$ cat config.mk
export PLATFORM = sky130hd
export DESIGN_NAME = serial_adder_ctrl
export DESIGN_NICKNAME = d
export VERILOG_FILES = /design/src/rtl/serial_adder_ctrl.sv
export SDC_FILE = /design/constraint.sdc
export NUM_CORES = 1
export LEC_CHECK = 0
export BUFFER_PORTS_ARGS = -buffer_cell sky130_fd_sc_hd__buf_2
export CORE_UTILIZATION = 32
export DETAILED_ROUTE_END_ITERATION = 7
export PLACE_DENSITY = 0.59
export SLEW_MARGIN = 20
export SYNTH_ARGS = -nofsm -noshare
export SYNTH_HDL_FRONTEND = slang
export SYNTH_SLANG_ARGS = --single-unit
export TNS_END_PERCENT = 5
$ cat constraint.sdc
create_clock -name clk -period 1.65 [get_ports clk]
set_input_delay 0.2475 -clock clk [delete_from_list [all_inputs] [get_ports clk]]
set_output_delay 0.2475 -clock clk [all_outputs]
set_load 0.01 [all_outputs]
$ cat src/rtl/serial_adder_ctrl.sv
// Bit-serial adder controller: one full-adder slice swept LSB-first over WIDTH-bit operands.
// Optional signed-overflow output enabled by defining SERIAL_ADD_OVF_EN.

module serial_adder_fa (
  input  logic a,
  input  logic b,
  input  logic ci,
  output logic s,
  output logic co
);
  logic g, p;

  assign g  = a & b;
  assign p  = a ^ b;
  assign s  = p ^ ci;
  assign co = g | (p & ci);
endmodule

module serial_adder_ctrl #(
  parameter int WIDTH = 8
) (
  input  logic             clk,
  input  logic             reset,
  input  logic             start,
  input  logic [WIDTH-1:0] a,
  input  logic [WIDTH-1:0] b,
  input  logic             cin,
  output logic             ready,
  output logic             busy,
  output logic             done,
  output logic [WIDTH-1:0] sum,
`ifdef SERIAL_ADD_OVF_EN
  output logic             ovf,
`endif
  output logic             cout
);
  localparam int CW = $clog2(WIDTH + 1);

  typedef enum logic [1:0] {
    S_IDLE = 2'd0,
    S_ADD  = 2'd1,
    S_DONE = 2'd2
  } state_t;

  typedef struct packed {
    logic [WIDTH-1:0] op_a;
    logic [WIDTH-1:0] op_b;
  } ops_t;

  state_t           state, state_nxt;
  ops_t             ops;
  logic             carry;
  logic [CW-1:0]    cnt;
  logic [WIDTH-1:0] shreg;
  logic [WIDTH-1:0] shreg_nxt;
  logic             s_bit;
  logic             c_nxt;
  logic             last;

  serial_adder_fa u_fa (
    .a  (ops.op_a[0]),
    .b  (ops.op_b[0]),
    .ci (carry),
    .s  (s_bit),
    .co (c_nxt)
  );

  // New sum bit enters at the MSB so the final shift leaves the result aligned.
  generate
    if (WIDTH == 1) begin : g_sh1
      assign shreg_nxt = s_bit;
    end else begin : g_shn
      assign shreg_nxt = {s_bit, shreg[WIDTH-1:1]};
    end
  endgenerate

  assign last = (cnt == CW'(WIDTH - 1));

  always_ff @(posedge clk) begin
    if (reset) state <= S_IDLE;
    else       state <= state_nxt;
  end

  always_comb begin
    state_nxt = state;
    case (state)
      S_IDLE:  if (start) state_nxt = S_ADD;
      S_ADD:   if (last)  state_nxt = S_DONE;
      S_DONE:  state_nxt = S_IDLE;
      default: state_nxt = S_IDLE;
    endcase
  end

  always_comb begin
    ready = 1'b0;
    busy  = 1'b0;
    done  = 1'b0;
    case (state)
      S_IDLE:  ready = 1'b1;
      S_ADD:   busy  = 1'b1;
      S_DONE:  done  = 1'b1;
      default: ;
    endcase
  end

  // Result registers only move on the last slice; they hold across the next ADD.
  always_ff @(posedge clk) begin
    if (reset) begin
      ops   <= '0;
      carry <= 1'b0;
      cnt   <= '0;
      shreg <= '0;
      sum   <= '0;
      cout  <= 1'b0;
`ifdef SERIAL_ADD_OVF_EN
      ovf   <= 1'b0;
`endif
    end else begin
      case (state)
        S_IDLE: begin
          if (start) begin
            ops.op_a <= a;
            ops.op_b <= b;
            carry    <= cin;
            cnt      <= '0;
            shreg    <= '0;
          end
        end
        S_ADD: begin
          ops.op_a <= ops.op_a >> 1;
          ops.op_b <= ops.op_b >> 1;
          carry    <= c_nxt;
          shreg    <= shreg_nxt;
          cnt      <= cnt + CW'(1);
          if (last) begin
            sum  <= shreg_nxt;
            cout <= c_nxt;
`ifdef SERIAL_ADD_OVF_EN
            ovf  <= carry ^ c_nxt;
`endif
          end
        end
        default: ;
      endcase
    end
  end
endmodule

==> out/summary.txt <==
Status -> finished clean
Synth Instances -> 212
Critical path origin -> state[1]$_SDFFE_PP0P_
Ys flop type -> dfxtp_1
Vias/cell -> 4.99
Most frequent cells in the layout -> dfxtp_1 (39), a21oi_1 (36), nor2_1 (34)
Drt pass-1 iters -> 4
Clock Skew -> 0.00267 ns
Async SR Flop Fraction -> 0
PwrDens -> 922 nW/µm²
Util after Layout -> 0.406
Max IR drop VDD -> 0.368 mV
Max Fclk -> 0.660 GHz
Longest Clk Path Bufs -> 2
Total CTS buffers -> 5
CP startpoint kind -> flip-flop
Maxcap violations -> 0
Total global-route track usage -> 0.145
Hold Path Origin -> b[7]
Clock root buffer -> clkbuf_8
Sequential fraction of the synthesis area -> 0.438
Core area -> 5240 µm²
CTS HTree Levels -> 2
I/O pin count -> 32
Synth Area per Inst -> 8.40 µm²
Netlist Area Pre-Place -> 1780 µm²
Area grow syn2layout -> 19.5%
Die Y -> 76.6 µm
Worst skew pair latency -> 0.29 ns
R2R Setup Slk -> 0.30 ns
Final hold violation count -> 0
CP arrival -> 1.27 ns
Most common cell after layout, fill and taps aside -> dfxtp_1
Worst slew pin tran -> 0.414 ns
Synth cell types -> 31
Leakage power -> 0.878 nW
Global-route wire length before repair -> 6740 µm
TritonCTS clock tree -> yes
Max-slew headroom -> 0.723
FF-to-FF path depth -> 4
FF-to-FF End -> cnt[3]$_SDFFE_PP0P_
Layout cells sized above 1 -> 0.267
Grt total ovfl -> 0
TNS Setup -> 0 ns
Reg-to-Reg Start -> state[0]$_SDFFE_PP0P_
Total power -> 1.96 mW
Final Critical Period -> 1.51 ns
Crit path max fanout -> 19
Yosys warnings -> 0
Critical path, cell by cell -> nand2b_1 -> clkinv_2 -> buf_2
Largest net degree at the start of global routing -> 26
# diodes -> 0
GP Congestion -> 0.751
# rows -> 26
Drt wl/cell -> 12.5 µm
Largest stage delay, worst path -> 0.36 ns
Number of flops mapped to enable cells by yosys -> 0
Design Area, Final -> 2130 µm²
Crit path buffers/inverters -> 2
CP required -> 1.40 ns
CP Capture Type -> output pin
Post-DRT Antenna Nets -> 0
Syn nets -> 234
I/O Buffers -> 31
Kind of critical path -> reg -> out
CP delay by family, top -> buffers and inverters
Hold_buf cts -> 0
Drt initial violations -> 109
Placed cell area -> 2030 µm²
Die width -> 76.6 µm
Clock transition at path regs -> 0.07 ns
Synthesized flop and latch total -> 39
HP Class -> in -> reg
Slowest-stage cell, CP -> dfxtp_1
Max Slew Vio Count -> 0
Final worst path period share -> 0.918
Sink Count -> 39
Die area -> 5870 µm²
Via count -> 1561
Drt total wl -> 3920 µm
Unrepaired setup endpoints after global routing -> no
Stages on worst setup path -> 3
Critical Path End -> busy
DP Wirelength -> 2630 µm
Endpoints failing setup -> 0
# DRC -> 0
Initial antenna violation count -> 0
Vias in the first global route -> 1501
Initial core utilization -> 0.340
Nets -> 264
==> worst reg2reg max path: stages (launching register included) <==
cell and delay (ns):
dfxtp_1 0.45, nand2b_1 0.14, buf_4 0.19, or3_1 0.35, a31oi_1 0.16
==> synthesized netlist by cell type (2+ instances only) <==
master / number / share of area
a32oi_1: 2 / 0.0098
buf_4: 2 / 0.0084
nor2_1: 34 / 0.072
inv_1: 14 / 0.029
clkbuf_1: 5 / 0.011
dfxtp_1: 39 / 0.44
o221a_2: 14 / 0.088
nand2_1: 3 / 0.0063
nor2b_1: 3 / 0.011
a22oi_1: 8 / 0.034
o31ai_1: 9 / 0.038
a21oi_1: 36 / 0.10
o22a_1: 3 / 0.015
buf_2: 11 / 0.031
nand3_1: 11 / 0.031
nand2b_1: 3 / 0.011
==> metal layers <==
| layer | share of wire | GRT usage |
|---|---|---|
| met1 | 0.48 | 0.182 |
| met2 | 0.46 | 0.229 |
| met3 | 0.035 | 0.0371 |
| met4 | 0.020 | 0.0731 |
| met5 | 0 | 0 |
==> repair_timing <==
item,in CTS,in global routing
setup endpoints to repair,0,1
setup buffers,0,0
resized for setup,0,1
==> final cells by class <==
cell class	count	area, µm²
multi-input cells	139	852
well taps	70	87.6
clock buffers	8	100
fillers	525	3110
repair buffers	42	250
flip-flops and latches	39	781
inverters	15	57.6
==> state kept, by name (all words and copies together), names as in the netlist <==
register and flops:
ops 16, cnt 4, carry 1, cout 1, shreg 7, state 2
sum 8
==> power by group <==
| group | total [mW] | switching (mW) | internal [mW] |
|---|---|---|---|
| clock | 0.707 | 0.325 | 0.382 |
| sequential | 1.02 | 0.0360 | 0.984 |
| combinational | 0.236 | 0.124 | 0.113 |
| total | 1.96 | 0.485 | 1.48 |
==> worst min-delay path by stage <==
stage               depth (start not counted)  slack, ns                    to
global placement                            2       0.46   sum[0]$_SDFFE_PP0P_
CTS                                         3       0.22   ops[7]$_SDFFE_PP0P_
floorplan                                   2       0.42  ops[15]$_SDFFE_PP0P_
finish                                      3       0.22   ops[7]$_SDFFE_PP0P_
global route                                3       0.24  ops[15]$_SDFFE_PP0P_
detailed placement                          2       0.46   sum[5]$_SDFFE_PP0P_
==> stage by stage <==
stage                     worst slack [ns]  hold WS [ns]  std cells
after floorplan                      0.470         0.420        212
after global placement               0.352         0.465        305
after detailed placement             0.312         0.465        305
after CTS                           0.0490         0.216        313
after global routing                0.0118         0.237        313
final                                0.135         0.223        313
==> cell families (layout without fill, tap and decap cells) <==
family / Yosys count / in the layout / share of synthesized area
buffers and inverters: 34 / 65 / 0.0836
AO/OA/AOI/OAI: 76 / 76 / 0.301
multiplexers: 1 / 1 / 0.00562
AND/OR/NAND/NOR: 60 / 60 / 0.154
adder cells (fa/ha/maj): 2 / 2 / 0.0183
flip-flops: 39 / 39 / 0.438
(Power assumes the default switching activity.)
